$ cat src/rtl/alu_operand_issue_if.sv
// Decode-side and ALU-side signal bundle for the operand issue stage.
// slave is the stage's own view; master is the view of whoever drives it.
interface alu_operand_issue_if #(
    parameter int XLEN   = 32,
    parameter int OP_W   = 6,
    parameter int REG_AW = 5
);
    logic              flush_i;
    logic              valid_i;
    logic              ready_o;
    logic [OP_W-1:0]   alu_op_i;
    logic              src_a_sel_i;
    logic              src_b_sel_i;
    logic [REG_AW-1:0] rs1_addr_i;
    logic [REG_AW-1:0] rs2_addr_i;
    logic [XLEN-1:0]   rs1_data_i;
    logic [XLEN-1:0]   rs2_data_i;
    logic [XLEN-1:0]   pc_i;
    logic [XLEN-1:0]   imm_i;
    logic [REG_AW-1:0] rd_addr_i;
    logic              rd_we_i;
    logic              fwd_we_i;
    logic [REG_AW-1:0] fwd_rd_i;
    logic [XLEN-1:0]   fwd_data_i;
    logic              alu_valid_o;
    logic              alu_ready_i;
    logic [OP_W-1:0]   ALUop_o;
    logic [XLEN-1:0]   operand_A;
    logic [XLEN-1:0]   operand_B;
    logic [REG_AW-1:0] rd_addr_o;
    logic              rd_we_o;

    modport slave (
        input  flush_i, valid_i, alu_op_i, src_a_sel_i, src_b_sel_i,
               rs1_addr_i, rs2_addr_i, rs1_data_i, rs2_data_i, pc_i, imm_i,
               rd_addr_i, rd_we_i, fwd_we_i, fwd_rd_i, fwd_data_i, alu_ready_i,
        output ready_o, alu_valid_o, ALUop_o, operand_A, operand_B,
               rd_addr_o, rd_we_o
    );

    modport master (
        output flush_i, valid_i, alu_op_i, src_a_sel_i, src_b_sel_i,
               rs1_addr_i, rs2_addr_i, rs1_data_i, rs2_data_i, pc_i, imm_i,
               rd_addr_i, rd_we_i, fwd_we_i, fwd_rd_i, fwd_data_i, alu_ready_i,
        input  ready_o, alu_valid_o, ALUop_o, operand_A, operand_B,
               rd_addr_o, rd_we_o
    );
endinterface

$ cat src/rtl/alu_operand_issue.sv
// Execute-entry stage: operand select with writeback forwarding, a main plus
// skid entry toward the ALU, and writeback snooping on held operands.
module alu_operand_issue #(
    parameter int XLEN   = 32,
    parameter int OP_W   = 6,
    parameter int REG_AW = 5
) (
    input  logic              clk_i,
    input  logic              rst_i,
    alu_operand_issue_if.slave bus
);
    typedef struct packed {
        logic              valid;
        logic [OP_W-1:0]   op;
        logic [XLEN-1:0]   a;
        logic [XLEN-1:0]   b;
        logic [REG_AW-1:0] rs1;
        logic [REG_AW-1:0] rs2;
        logic              a_reg;
        logic              b_reg;
        logic [REG_AW-1:0] rd;
        logic              we;
    } entry_t;

    entry_t main_q, main_d, skid_q, skid_d;
    entry_t new_e, main_s, skid_s;
    logic   accept, drain;

    logic [REG_AW-1:0] src_addr [2];
    logic [XLEN-1:0]   src_data [2];
    logic [XLEN-1:0]   src_val  [2];

    assign src_addr[0] = bus.rs1_addr_i;
    assign src_addr[1] = bus.rs2_addr_i;
    assign src_data[0] = bus.rs1_data_i;
    assign src_data[1] = bus.rs2_data_i;

    // x0 reads as zero even if the writeback bus claims to target it.
    genvar gi;
    generate
        for (gi = 0; gi < 2; gi++) begin : g_src
            assign src_val[gi] = (src_addr[gi] == '0) ? '0 :
                                 (bus.fwd_we_i && bus.fwd_rd_i == src_addr[gi]) ? bus.fwd_data_i :
                                 src_data[gi];
        end
    endgenerate

    function automatic entry_t snoop(input entry_t e, input logic we,
                                     input logic [REG_AW-1:0] rd, input logic [XLEN-1:0] d);
        entry_t r;
        r = e;
        if (we && rd != '0) begin
            if (e.a_reg && e.rs1 == rd) r.a = d;
            if (e.b_reg && e.rs2 == rd) r.b = d;
        end
        return r;
    endfunction

    always_comb begin
        new_e       = '0;
        new_e.valid = 1'b1;
        new_e.op    = bus.alu_op_i;
        new_e.a     = bus.src_a_sel_i ? bus.pc_i : src_val[0];
        new_e.b     = bus.src_b_sel_i ? bus.imm_i : src_val[1];
        new_e.rs1   = bus.rs1_addr_i;
        new_e.rs2   = bus.rs2_addr_i;
        new_e.a_reg = !bus.src_a_sel_i;
        new_e.b_reg = !bus.src_b_sel_i;
        new_e.rd    = bus.rd_addr_i;
        new_e.we    = bus.rd_we_i;
    end

    assign bus.ready_o = !skid_q.valid && !rst_i;
    assign accept      = bus.valid_i && bus.ready_o;
    assign drain       = main_q.valid && bus.alu_ready_i;
    assign main_s      = snoop(main_q, bus.fwd_we_i, bus.fwd_rd_i, bus.fwd_data_i);
    assign skid_s      = snoop(skid_q, bus.fwd_we_i, bus.fwd_rd_i, bus.fwd_data_i);

    // A draining entry is left untouched so the idle payload keeps its last value.
    always_comb begin
        main_d = main_q;
        skid_d = skid_q;
        if (bus.flush_i) begin
            main_d.valid = 1'b0;
            skid_d.valid = 1'b0;
        end else begin
            case ({skid_q.valid, main_q.valid})
                2'b00: begin
                    if (accept) main_d = new_e;
                end
                2'b01: begin
                    if (accept && drain) begin
                        main_d = new_e;
                    end else if (accept) begin
                        main_d = main_s;
                        skid_d = new_e;
                    end else if (drain) begin
                        main_d.valid = 1'b0;
                    end else begin
                        main_d = main_s;
                    end
                end
                2'b11: begin
                    if (drain) begin
                        main_d       = skid_s;
                        skid_d.valid = 1'b0;
                    end else begin
                        main_d = main_s;
                        skid_d = skid_s;
                    end
                end
                default: begin
                    main_d = main_q;
                    skid_d = skid_q;
                end
            endcase
        end
    end

    always_ff @(posedge clk_i) begin
        if (rst_i) begin
            main_q <= '0;
            skid_q <= '0;
        end else begin
            main_q <= main_d;
            skid_q <= skid_d;
        end
    end

    assign bus.alu_valid_o = main_q.valid;
    assign bus.ALUop_o     = main_q.op;
    assign bus.operand_A   = main_q.a;
    assign bus.operand_B   = main_q.b;
    assign bus.rd_addr_o   = main_q.rd;
    assign bus.rd_we_o     = main_q.we;
endmodule

$ cat src/flat_wrapper.sv
// flat-port wrapper written by rule: the top's interface ports become plain ports
module alu_operand_issue_flat 
#(
    parameter int XLEN   = 32,
    parameter int OP_W   = 6,
    parameter int REG_AW = 5
)
  (clk_i, rst_i, bus_flush_i, bus_valid_i, bus_alu_op_i, bus_src_a_sel_i, bus_src_b_sel_i, bus_rs1_addr_i, bus_rs2_addr_i, bus_rs1_data_i, bus_rs2_data_i, bus_pc_i, bus_imm_i, bus_rd_addr_i, bus_rd_we_i, bus_fwd_we_i, bus_fwd_rd_i, bus_fwd_data_i, bus_alu_ready_i, bus_ready_o, bus_alu_valid_o, bus_ALUop_o, bus_operand_A, bus_operand_B, bus_rd_addr_o, bus_rd_we_o);
  alu_operand_issue_if #(.XLEN(XLEN), .OP_W(OP_W), .REG_AW(REG_AW)) bus_i ();
  input  logic clk_i;
  input  logic rst_i;
  input wire logic [$bits(bus_i.flush_i)-1:0] bus_flush_i;
  input wire logic [$bits(bus_i.valid_i)-1:0] bus_valid_i;
  input wire logic [$bits(bus_i.alu_op_i)-1:0] bus_alu_op_i;
  input wire logic [$bits(bus_i.src_a_sel_i)-1:0] bus_src_a_sel_i;
  input wire logic [$bits(bus_i.src_b_sel_i)-1:0] bus_src_b_sel_i;
  input wire logic [$bits(bus_i.rs1_addr_i)-1:0] bus_rs1_addr_i;
  input wire logic [$bits(bus_i.rs2_addr_i)-1:0] bus_rs2_addr_i;
  input wire logic [$bits(bus_i.rs1_data_i)-1:0] bus_rs1_data_i;
  input wire logic [$bits(bus_i.rs2_data_i)-1:0] bus_rs2_data_i;
  input wire logic [$bits(bus_i.pc_i)-1:0] bus_pc_i;
  input wire logic [$bits(bus_i.imm_i)-1:0] bus_imm_i;
  input wire logic [$bits(bus_i.rd_addr_i)-1:0] bus_rd_addr_i;
  input wire logic [$bits(bus_i.rd_we_i)-1:0] bus_rd_we_i;
  input wire logic [$bits(bus_i.fwd_we_i)-1:0] bus_fwd_we_i;
  input wire logic [$bits(bus_i.fwd_rd_i)-1:0] bus_fwd_rd_i;
  input wire logic [$bits(bus_i.fwd_data_i)-1:0] bus_fwd_data_i;
  input wire logic [$bits(bus_i.alu_ready_i)-1:0] bus_alu_ready_i;
  output wire logic [$bits(bus_i.ready_o)-1:0] bus_ready_o;
  output wire logic [$bits(bus_i.alu_valid_o)-1:0] bus_alu_valid_o;
  output wire logic [$bits(bus_i.ALUop_o)-1:0] bus_ALUop_o;
  output wire logic [$bits(bus_i.operand_A)-1:0] bus_operand_A;
  output wire logic [$bits(bus_i.operand_B)-1:0] bus_operand_B;
  output wire logic [$bits(bus_i.rd_addr_o)-1:0] bus_rd_addr_o;
  output wire logic [$bits(bus_i.rd_we_o)-1:0] bus_rd_we_o;
  assign bus_i.flush_i = bus_flush_i;
  assign bus_i.valid_i = bus_valid_i;
  assign bus_i.alu_op_i = bus_alu_op_i;
  assign bus_i.src_a_sel_i = bus_src_a_sel_i;
  assign bus_i.src_b_sel_i = bus_src_b_sel_i;
  assign bus_i.rs1_addr_i = bus_rs1_addr_i;
  assign bus_i.rs2_addr_i = bus_rs2_addr_i;
  assign bus_i.rs1_data_i = bus_rs1_data_i;
  assign bus_i.rs2_data_i = bus_rs2_data_i;
  assign bus_i.pc_i = bus_pc_i;
  assign bus_i.imm_i = bus_imm_i;
  assign bus_i.rd_addr_i = bus_rd_addr_i;
  assign bus_i.rd_we_i = bus_rd_we_i;
  assign bus_i.fwd_we_i = bus_fwd_we_i;
  assign bus_i.fwd_rd_i = bus_fwd_rd_i;
  assign bus_i.fwd_data_i = bus_fwd_data_i;
  assign bus_i.alu_ready_i = bus_alu_ready_i;
  assign bus_ready_o = bus_i.ready_o;
  assign bus_alu_valid_o = bus_i.alu_valid_o;
  assign bus_ALUop_o = bus_i.ALUop_o;
  assign bus_operand_A = bus_i.operand_A;
  assign bus_operand_B = bus_i.operand_B;
  assign bus_rd_addr_o = bus_i.rd_addr_o;
  assign bus_rd_we_o = bus_i.rd_we_o;
  alu_operand_issue #(.XLEN(XLEN), .OP_W(OP_W), .REG_AW(REG_AW)) u_core (.clk_i(clk_i), .rst_i(rst_i), .bus(bus_i));
endmodule
$ cat config.mk
export PLATFORM = sky130hd
export DESIGN_NAME = alu_operand_issue_flat
export DESIGN_NICKNAME = d
export VERILOG_FILES = /design/src/rtl/alu_operand_issue_if.sv /design/src/rtl/alu_operand_issue.sv /design/src/flat_wrapper.sv
export SDC_FILE = /design/constraint.sdc
export NUM_CORES = 1
export LEC_CHECK = 0
export CELL_PAD_IN_SITES_DETAIL_PLACEMENT = 1
export CELL_PAD_IN_SITES_GLOBAL_PLACEMENT = 1
export CORE_MARGIN = 8
export CORE_UTILIZATION = 41
export CTS_CLUSTER_DIAMETER = 40
export DETAILED_ROUTE_END_ITERATION = 7
export PLACE_DENSITY = 0.91
export SLEW_MARGIN = 20
export SYNTH_ARGS = -nofsm -noshare
export SYNTH_HDL_FRONTEND = slang
export SYNTH_SLANG_ARGS = --single-unit
$ cat constraint.sdc
create_clock -name clk_i -period 6.35 [get_ports clk_i]
set_clock_uncertainty 0.1 [all_clocks]
set_input_delay 1.27 -clock clk_i [delete_from_list [all_inputs] [get_ports clk_i]]
set_output_delay 1.27 -clock clk_i [all_outputs]
set_load 0.005 [all_outputs]
==> results.md, run 1 <==
- Outcome: finished clean
- Setup TNS: 0 ps
- FF+latch count, synth: 178
- Net switching power: 0.990 mW
- Initial antenna violation count: 2
- WL final: a little over 60,000 um
- Clock-pin slew on the worst setup and hold paths: ~80 ps
- Register area: 3560 um^2
- Largest family of logic cells by synthesized area: compound AO/OA/AOI/OAI gates
- # IOs: 273
- DRC violation count after routing: 0
- Fraction of registers with async set/reset: 0%
- Initial DRC count: approximately 1,700
- MaxCap Viol Count: 0
- H-tree depth: 4
- Drt pass-1 iters: 6
- Seq/Total Area, Yosys: a little over a quarter
- Hpwl dp: 39,100 um
- Slew @ Worst Pin: 1220 ps
- Mapped Area: about 13,000 um^2
- Final antenna-violating net count: 0
- Crit Path Class: in -> reg
- Post-synthesis mux area share: 0%
- Max Slew Vio Count: 0
- Power Total: 3.06 mW
- Top-count cell post-synth: nand3_1
- Hold Crit Class: reg -> reg
- Fin. Hold Viols: 0
- Min Hold Slack: 354 ps
- CTS Sinks: 178
- Placed Cells: 2,134
- Switching share of power: about a third
- Netlist cell types: 54
- Combinational Power Share: 23.0%
- Post-Syn Instances: 1,701
- DIE AREA: 38,200 um^2
- Clk pwr share: 38.2%
- Critical Path RT: around 6600 ps
- Setup ws final: 1920 ps
- Met1 Resource Use GR: 37.0%
- Leakage power: around 4.9 nW
- Part of the power in registers: 38.9%
- WL/cell: 28.8 um
- Crit path launch type: input pin
- Fin cells: 2,167
- XOR/XNOR Fraction of Synth Area: 2.05%
- Fin crit period: 4430 ps
- P&R area growth vs syn: 21.5%
- Clock tree buffer depth: 2
- Site Rows: 65
- Max Clock Freq: 226 MHz
- Pin count of the biggest net entering global routing: 85
- Vias per cell: 7.29
- Peak VDD IR: 0.137 mV
- First-pass GRT wire length: between 90,000 and 100,000 um
- GRT met2 Usage: 50.3%
- Area contributors post-synth: dfxtp_1, nand3_1, o21ai_0
- Mapped Avg Cell Area: 7.75 um^2
- Post-Synth Simple-Gate Area: between 20% and 30%
- Die Ht: 195 um
- Met3 Use GR: roughly 7.9%
- Synth Flop Type: dfxtp_1
- Clock buffer count from CTS: 17
- Crit path capture type: register
- Syn_nets: 1,896
- Compound-Gate Fraction of Synth Area: 38.4%
- Pre-CTS WS: ~1500 ps
- Most Crowded Layer GR: met2
- Tcrit/Tclk final: 69.7%
- RSZ-0062 raised after global routing: no
- Fill cell count: around 3,800
- Adder-Cell Fraction of Synth Area: 0%
- CORE AREA: about 32,000 um^2
- Post-synth EDFFs: 0
- CTS tree: yes
- # resized after CTS: 0
- GRT Residual Overflow: 0
- Port Buffer Count: around 270
- PwrDens: 191 nW/um^2
- Post-synth top area share: 27.0%
- Starting Density: 41.7%
- Arrival time worst endpoint: 4660 ps
- Area of the multi-input gates: 8250 um^2
- Post-synth top cells: nand3_1, dfxtp_1, clkbuf_1
- Internal: 2.07 mW
- Postcts setup bufs: 0
- CP Max Fanout: 23
- Cell taking the most area after synthesis: dfxtp_1
- NumNets Final: 1,946
- Chip width: 195 um
- # setup viols final: 0
- GR Util All Layers: 31.2%
- Skew-Pair Late Insertion Delay: 450 ps
- Hold bufs inserted after CTS: 0
- CTS Root Cell: clkbuf_16
- Synthesis Warnings: 0
- Layout cell share with drive strength beyond 1: 8.16%
- Max_slew headroom: a little under a fifth
- Vias: 15,800
- Global placer's final weighted congestion: 0.905
- Vias in the first global route: 17,017
[cells in the final DEF, fill, tap and decap left out, types with 5 or more instances in the layout]
master             n
a211oi_1          25
o211ai_1          60
nand3_1          214
clkbuf_16         17
inv_1             19
o41a_1            18
a32o_1            64
o211a_1           21
nor2_1            32
xnor2_1           20
or4_1             21
a31o_2            14
o31a_1            14
o21a_1            32
o31ai_1           18
a21o_1            33
dfxtp_1          178
a41oi_2           27
a31oi_1           32
buf_4             35
o21ai_1           27
a21boi_0          17
o21ai_0          134
nand4_1          107
nand2_1          106
a22oi_1           22
clkdlybuf4s50_1  269
and4_1            20
a211o_1           32
xor2_1             9
a21oi_1           60
a41oi_1            5
[critical path: stages]
cell and delay (ps):
clkdlybuf4s50_1 900, xnor2_2 450, nand4_2 750, o211a_1 510, or4_1 490, a32o_1 270
[metal layers]
layer	share of wire (%)	up-vias	wire (um)
li1	-	6647	-
met1	38	7736	23700
met2	46	1144	28700
met3	11	271	6630
met4	5.4	2	3340
met5	0.021	-	13
[power by group through the flow]
| stage | Combinational (mW) | Clock, mW | Sequential, mW |
|---|---|---|---|
| 6_report | 0.703 | 1.17 | 1.19 |
| 5_1_grt | 0.734 | 1.21 | 1.19 |
| 4_1_cts | 0.685 | 1.16 | 1.19 |
| 3_5_place_dp | 0.679 | 0 | 1.21 |
| 3_3_place_gp | 0.659 | 0 | 1.21 |
| 2_1_floorplan | 0.371 | 0 | 1.20 |
[registers in the layout (all words and copies together), names as in the netlist]
register                cells
u_core.bus.operand_B       32
u_core.bus.rd_addr_o        5
u_core.skid_q              89
u_core.bus.rd_we_o          1
u_core.main_q              12
u_core.bus.alu_valid_o      1
u_core.bus.ALUop_o          6
u_core.bus.operand_A       32
[stage by stage]
stage	cell area, um^2	utilization (%)
6_report	16000	50.7
5_1_grt	16000	50.7
4_1_cts	16000	50.6
3_5_place_dp	15400	48.7
3_3_place_gp	15400	48.7
2_1_floorplan	13200	-
[final cells by class]
| class | count | area share [%] |
|---|---|---|
| Sequential cell | 178 | 22.2 |
| Antenna cell | 1 | 0.0156 |
| Tap cell | 402 | 3.14 |
| Clock buffer | 19 | 2.83 |
| Clock inverter | 13 | 1.03 |
| Timing Repair Buffer | 309 | 18.8 |
| Inverter | 21 | 0.492 |
| Multi-Input combinational cell | 1224 | 51.5 |
[logic make-up (layout without fill, tap and decap cells)]
family / Yosys count / after routing
xor gates and xnor gates: 30 / 30
DFF: 178 / 178
buffers and inverters: 299 / 362
AOI/OAI and AO/OA: 670 / 670
and+or+nand+nor: 524 / 524
other: 0 / 1
[worst paths after layout]
kind                                        startpoint  slack, ps                 to  cells past startpoint
worst max register to register  u_core.bus.alu_valid_o       3070  u_core.main_q[17]                      5
worst max-delay path                   bus_fwd_rd_i[1]       1920  u_core.skid_q[52]                      6
worst min register to register       u_core.skid_q[83]        350  u_core.skid_q[83]                      2
worst min-delay path                 u_core.skid_q[83]        350  u_core.skid_q[83]                      2
No activity file was read; power rests on OpenSTA's default activity.
==> run 2, diff against run 1 <==
- CORE_UTILIZATION: 41 -> 38
- PLACE_DENSITY: 0.91 -> 0.85
- clock period: 6.35 -> 4.5 ns (I/O delays scaled with it)
==> run 2 against run 1 <==
  * Hold slack better by 3.0 ps
  * Final area increased by 0.70%
  * Combinational power grew 41%
  * Clock power grew 34%
  * Critical path type unchanged
  * Highest routed layer is now met4
==> results.md, run 2 (synthesized netlist as in run 1, its figures left out) <==
- Levels on crit path: 7 (was 6)
- Starting Density: 38.4% (was 41.7%)
- Outcome: finished clean (unchanged)
- NumNets Final: 1,954 (was 1,946)
- Internal: 2.92 mW (was 2.07 mW)
- Hold path endpoint: u_core.skid_q[85] (was u_core.skid_q[83])
- Critical Path RT: 4800 ps (was 6590 ps)
- Fill cell count: 4,121 (was 3,750)
- MaxCap Viol Count: 0 (unchanged)
- Site Rows: 68 (was 65)
- Power Total: 4.23 mW (was 3.06 mW)
- Initial DRC count: 1,471 (was 1,731)
- DRT met1 WL: 24,900 um (was 23,700 um)
- Initial antenna violation count: 0 (was 2)
- Skew-Pair Late Insertion Delay: 450 ps (about the same)
- GRT Residual Overflow: 0 (unchanged)
- Final core occ: 46.9% (was 50.7%)
- Setup TNS: 0 ps (unchanged)
- Clock tree buffer depth: 2 (unchanged)
- WL final: 60,900 um (was 62,400 um)
- DIE AREA: 40,900 um^2 (was 38,200 um^2)
- Vias per cell: 6.90 (was 7.29)
- Final antenna-violating net count: 0 (unchanged)
- FF-to-FF Start: u_core.skid_q[88] (was u_core.bus.alu_valid_o)
- Leakage power: 4.90 nW (was 4.88 nW)
- Max stage delay on crit path: 940 ps (was 900 ps)
- Setup slack, reg-to-reg: 1800 ps (was 3070 ps)
- P&R area growth vs syn: 22.4% (was 21.5%)
- # IOs: 273 (unchanged)
- Postcts setup bufs: 0 (unchanged)
- RSZ-0062 raised after global routing: no (unchanged)
- Crit path launch type: input pin (unchanged)
- Hpwl dp: 39,000 um (was 39,100 um)
- Pin count of the biggest net entering global routing: 87 (was 85)
- Hold depth: 2 (unchanged)
- Max Slew Vio Count: 0 (unchanged)
- Largest reg by FF count: u_core.skid_q (unchanged)
- Commonest non-fill, non-tap cells in the layout: clkdlybuf4s50_1, nand3_1, dfxtp_1 (unchanged)
- Cells along the critical path: clkdlybuf4s50_1 > xnor2_2 > and4_1 > buf_4 > nand4_1 > a31oi_1 > o31a_1 (was clkdlybuf4s50_1 > xnor2_2 > nand4_2 > o211a_1 > or4_1 > a32o_1)
- Slowest library cell on the worst path: clkdlybuf4s50_1 (unchanged)
- First-pass GRT wire length: 93,800 um (was 95,700 um)
- Top Metal Used: met4 (was met5)
- Peak VDD IR: 0.281 mV (was 0.137 mV)
- HP Start: u_core.skid_q[85] (was u_core.skid_q[83])
- Fin. Hold Viols: 0 (unchanged)
- Arrival time worst endpoint: 3880 ps (was 4660 ps)
- Part of the power in registers: 39.6% (was 38.9%)
- CTS tree: yes (unchanged)
- Clock buffer count from CTS: 17 (unchanged)
- Crit Path Class: in -> reg (unchanged)
- Most common cell after layout, fill and taps aside: clkdlybuf4s50_1 (unchanged)
- CTS Root Cell: clkbuf_16 (unchanged)
- CTS Sinks: 178 (unchanged)
- R2R Path End: u_core.bus.operand_A[15] (was u_core.main_q[17])
- Max_slew headroom: 21.9% (was 18.0%)
- H-tree depth: 4 (unchanged)
- Met3 WL: 4960 um (was 6630 um)
- CP top delay family: buffers and inverters (was simple AND/OR/NAND/NOR gates)
- Register area: 3560 um^2 (unchanged)
- Drt pass-1 iters: 5 (was 6)
- Hold bufs inserted after CTS: 0 (unchanged)
- GR Util All Layers: 28.3% (was 31.2%)
- Slew @ Worst Pin: 1170 ps (was 1220 ps)
- Die Ht: 202 um (was 195 um)
- Path depth of the worst reg2reg path: 5 (unchanged)
- Crit path capture type: register (unchanged)
- # diodes: 0 (was 1)
- Clk pwr share: 37.1% (was 38.2%)
- Hold Crit Class: reg -> reg (unchanged)
- CP Buf/Inv Count: 2 (was 1)
- Combinational Power Share: 23.4% (was 23.0%)
- Switching share of power: 31.1% (was 32.4%)
- Area of the multi-input gates: 8240 um^2 (was 8250 um^2)
- Net switching power: 1.32 mW (was 0.990 mW)
- CP Max Fanout: 19 (was 23)
- Tcrit/Tclk final: between 70 and 80%
- Clock-pin slew on the worst setup and hold paths: 80 ps (about the same)
- Vias: 15,348 (was 15,800)
- # resized after CTS: 0 (unchanged)
- Chip width: 202 um (was 195 um)
- Max reg flops: 89 (unchanged)
- CORE AREA: 34,400 um^2 (was 31,600 um^2)
- Port Buffer Count: 272 (unchanged)
- Max Clock Freq: between 200 and 300 MHz
- Layout cell share with drive strength beyond 1: 8.19% (was 8.16%)
- PwrDens: 262 nW/um^2 (was 191 nW/um^2)
- DRC violation count after routing: 0 (unchanged)
- Global placer's final weighted congestion: 0.853 (was 0.905)
- Vias in the first global route: 16,287 (was 17,017)
- Met2 WL post-DR: 28,800 um (was 28,700 um)
- WL/cell: 27.4 um (was 28.8 um)
- Fin crit period: 3590 ps
- # setup viols final: 0 (unchanged)
==> run 2: changes by cell type in the layout (fill, tap and decap cells not counted), sizes merged <==
cell,previous run,this run
buf,40,48
bufinv,2,3
clkbuf,19,20
clkinv,2,3
clkinvlp,1,3
diode,1,0
inv,29,22
==> run 2: worst register-to-register path, cell delays in order, from the launching register on <==
cell and delay, ps:
dfxtp_1 430, or3b_2 640, o21ai_4 630, buf_4 420, o31ai_1 210, a41oi_2 190
==> run 2: layout make-up <==
| type | count | area share (%) |
|---|---|---|
| clock buffers | 20 | 2.71 |
| clock inverters | 10 | 0.845 |
| inverters | 21 | 0.488 |
| multi-input cells | 1224 | 51.1 |
| flip-flops and latches | 178 | 22.1 |
| well taps | 455 | 3.53 |
| repair buffers | 317 | 19.3 |
==> run 2: power by group through the flow <==
stage                     Clock (mW)  Sequential, mW  Combinational (mW)
after floorplan                    0            1.69               0.523
after global placement             0            1.70               0.945
after detailed placement           0            1.71               0.969
after CTS                       1.58            1.67               0.976
after global routing            1.65            1.68                1.04
final                           1.57            1.67               0.990
==> run 2: worst max-delay path by stage <==
stage                               start                       end  slack, ps
final                     bus_fwd_rd_i[1]  u_core.bus.operand_A[29]        910
after global routing      bus_alu_ready_i  u_core.bus.operand_A[20]        870
after CTS                 bus_fwd_rd_i[1]  u_core.bus.operand_A[29]        970
after detailed placement  bus_fwd_rd_i[1]  u_core.bus.operand_A[29]        530
after global placement    bus_fwd_rd_i[1]  u_core.bus.operand_A[29]        600
after floorplan           bus_fwd_rd_i[3]   u_core.bus.operand_B[1]       1660
==> run 2: through the flow <==
stage	worst slack [ps]	std cells	hold WS (ps)	instance area [um^2]
final	914	2225	357	16100
after global routing	871	2225	374	16100
after CTS	969	2225	359	16100
after detailed placement	525	2195	347	15600
after global placement	597	2195	337	15600
after floorplan	1660	1701	332	13200
==> run 2: layer usage <==
metal	GRT usage [%]	vias to the layer above
met5	0	-
met1	35.1	7696
met4	12.9	0
li1	-	6661
met2	46.7	828
met3	5.84	163
==> run 3, diff against run 2 <==
- clock period: 4.5 -> 3.68 ns (I/O delays scaled with it)
==> run 3 against run 2 <==
  * First-iteration DRC count up 12%
  * Largest power group unchanged
  * Core utilization increased by 0.55 points
  * Clock power up 21%
  * Highest routed layer unchanged
  * Non-clock buffer count rose by 15
  * Hold slack gained 3.1 ps
==> results.md, run 3 (synthesized netlist as in run 1, its figures left out) <==
- Hpwl dp: 39,800 um (was 39,000 um)
- Met3 WL: 6060 um (was 4960 um)
- Die Ht: 202 um (unchanged)
- Vias: 15,580 (was 15,348)
- Max_slew headroom: 28.4% (was 21.9%)
- Layout cell share with drive strength beyond 1: 9.12% (was 8.19%)
- DIE AREA: 40,900 um^2 (unchanged)
- Largest reg by FF count: u_core.skid_q (unchanged)
- Slew @ Worst Pin: 1070 ps (was 1170 ps)
- Postcts setup bufs: 0 (unchanged)
- Clock buffer count from CTS: 17 (unchanged)
- Clk pwr share: 36.6% (was 37.1%)
- Site Rows: 68 (unchanged)
- Fin crit period: 3200 ps
- Clock tree buffer depth: 2 (unchanged)
- Part of the power in registers: 39.5% (was 39.6%)
- Chip width: 202 um (unchanged)
- Fin cells: 2,242 (was 2,225)
- GR Util All Layers: 29.3% (was 28.3%)
- # setup viols final: 0 (unchanged)
- RSZ-0062 raised after global routing: no (unchanged)
- Max Clock Freq: between 300 and 400 MHz
- Crit Path Class: in -> reg (unchanged)
- # IOs: 273 (unchanged)
- DRC violation count after routing: 0 (unchanged)
- Met2 WL post-DR: 29,100 um (was 28,800 um)
- Initial DRC count: 1,643 (was 1,471)
- Combinational Power Share: 23.9% (was 23.4%)
- Vias per cell: 6.95 (was 6.90)
- Commonest non-fill, non-tap cells in the layout: clkdlybuf4s50_1, nand3_1, dfxtp_1 (unchanged)
- Internal: 3.48 mW (was 2.92 mW)
- Vias in the first global route: 16,794 (was 16,287)
- Tcrit/Tclk final: 86.9%
- WL/cell: 27.9 um (was 27.4 um)
- Arrival time worst endpoint: 3420 ps (was 3880 ps)
- Crit path launch type: input pin (unchanged)
- Outcome: finished clean (unchanged)
- Hold depth: 2 (unchanged)
- Placed Cells: 2,210 (was 2,195)
- MaxCap Viol Count: 0 (unchanged)
- Peak VDD IR: 0.208 mV (was 0.281 mV)
- Max Slew Vio Count: 0 (unchanged)
- WL final: 62,500 um (was 60,900 um)
- Global placer's final weighted congestion: 0.869 (was 0.853)
- Hold bufs inserted after CTS: 0 (unchanged)
- Skew-Pair Late Insertion Delay: 440 ps (was 450 ps)
- Switching share of power: 32.9% (was 31.1%)
- Hold Crit Class: reg -> reg (unchanged)
- Fin. Hold Viols: 0 (unchanged)
- Min Hold Slack: 360 ps (was 357 ps)
- DRT met1 WL: 24,700 um (was 24,900 um)
- CTS Root Cell: clkbuf_16 (unchanged)
- Net switching power: 1.71 mW (was 1.32 mW)
- CORE AREA: 34,400 um^2 (unchanged)
- H-tree depth: 4 (unchanged)
- First-pass GRT wire length: 96,300 um (was 93,800 um)
- Pin count of the biggest net entering global routing: 86 (was 87)
- # resized after CTS: 0 (unchanged)
- CTS Sinks: 178 (unchanged)
- Setup TNS: 0 ps (unchanged)
- # diodes: 0 (unchanged)
- Critical Path RT: 3900 ps (was 4800 ps)
- Leakage power: 5.01 nW (was 4.90 nW)
- Max reg flops: 89 (unchanged)
- PwrDens: 318 nW/um^2 (was 262 nW/um^2)
- Path depth of the worst reg2reg path: 6 (was 5)
- CTS tree: yes (unchanged)
- Final antenna-violating net count: 0 (unchanged)
- Port Buffer Count: 272 (unchanged)
- NumNets Final: 1,969 (was 1,954)
- Starting Density: 38.4% (unchanged)
- Drt pass-1 iters: 5 (unchanged)
- P&R area growth vs syn: 23.8% (was 22.4%)
- CP Max Fanout: 12 (was 19)
- Initial antenna violation count: 0 (unchanged)
- Top Metal Used: met4 (unchanged)
- GRT Residual Overflow: 0 (unchanged)
- Crit path capture type: register (unchanged)
- Most common cell after layout, fill and taps aside: clkdlybuf4s50_1 (unchanged)
- Clock-pin slew on the worst setup and hold paths: 70 ps (was 80 ps)
## run 3: worst paths after layout
kind / start / endpoint / slack [ps]
setup / recovery: bus_fwd_rd_i[4] / u_core.bus.operand_B[1] / 480
setup reg to reg: u_core.main_q[12] / u_core.bus.operand_B[1] / 1180
hold / removal: u_core.skid_q[3] / u_core.skid_q[3] / 360
hold reg to reg: u_core.skid_q[3] / u_core.skid_q[3] / 360
## run 3: cell type report
type | count | area, um^2
clock inverter | 13 | 145
tap | 455 | 569
fill | 4094 | 18000
clock buffer | 19 | 433
inverter | 21 | 78.8
multi-input combinational | 1224 | 8250
timing repair buffer | 332 | 3280
sequential | 178 | 3560
## run 3: power by group through the flow
stage               clock [mW]  combinational (mW)  sequential, mW
floorplan                    0               0.640            2.07
finish                    1.90                1.24            2.05
global route              1.99                1.31            2.06
detailed placement           0                1.21            2.09
CTS                       1.91                1.22            2.05
global placement             0                1.18            2.09
## run 3: per-layer routing
layer	track usage [%]	vias up
met2	46.8	934
met1	36.0	7724
met3	7.24	220
met4	15.4	0
met5	0	-
li1	-	6702
## run 3: metrics by stage
stage | cell area (um^2) | setup slack, ps | power (mW) | util [%]
final | 16300 | 482 | 5.19 | 47.5
after global routing | 16300 | 423 | 5.35 | 47.5
after CTS | 16300 | 595 | 5.18 | 47.5
after detailed placement | 15700 | 138 | 3.30 | 45.8
after global placement | 15700 | 41.1 | 3.26 | 45.8
after floorplan | 13200 | 1000 | 2.71 | -
## run 3: worst max-delay path, cell delays in order
cell and delay (ps):
clkdlybuf4s50_1 620, xnor2_1 370, nand4b_1 500, buf_4 400, o21ai_0 280, a21oi_1 120, o41a_1 380
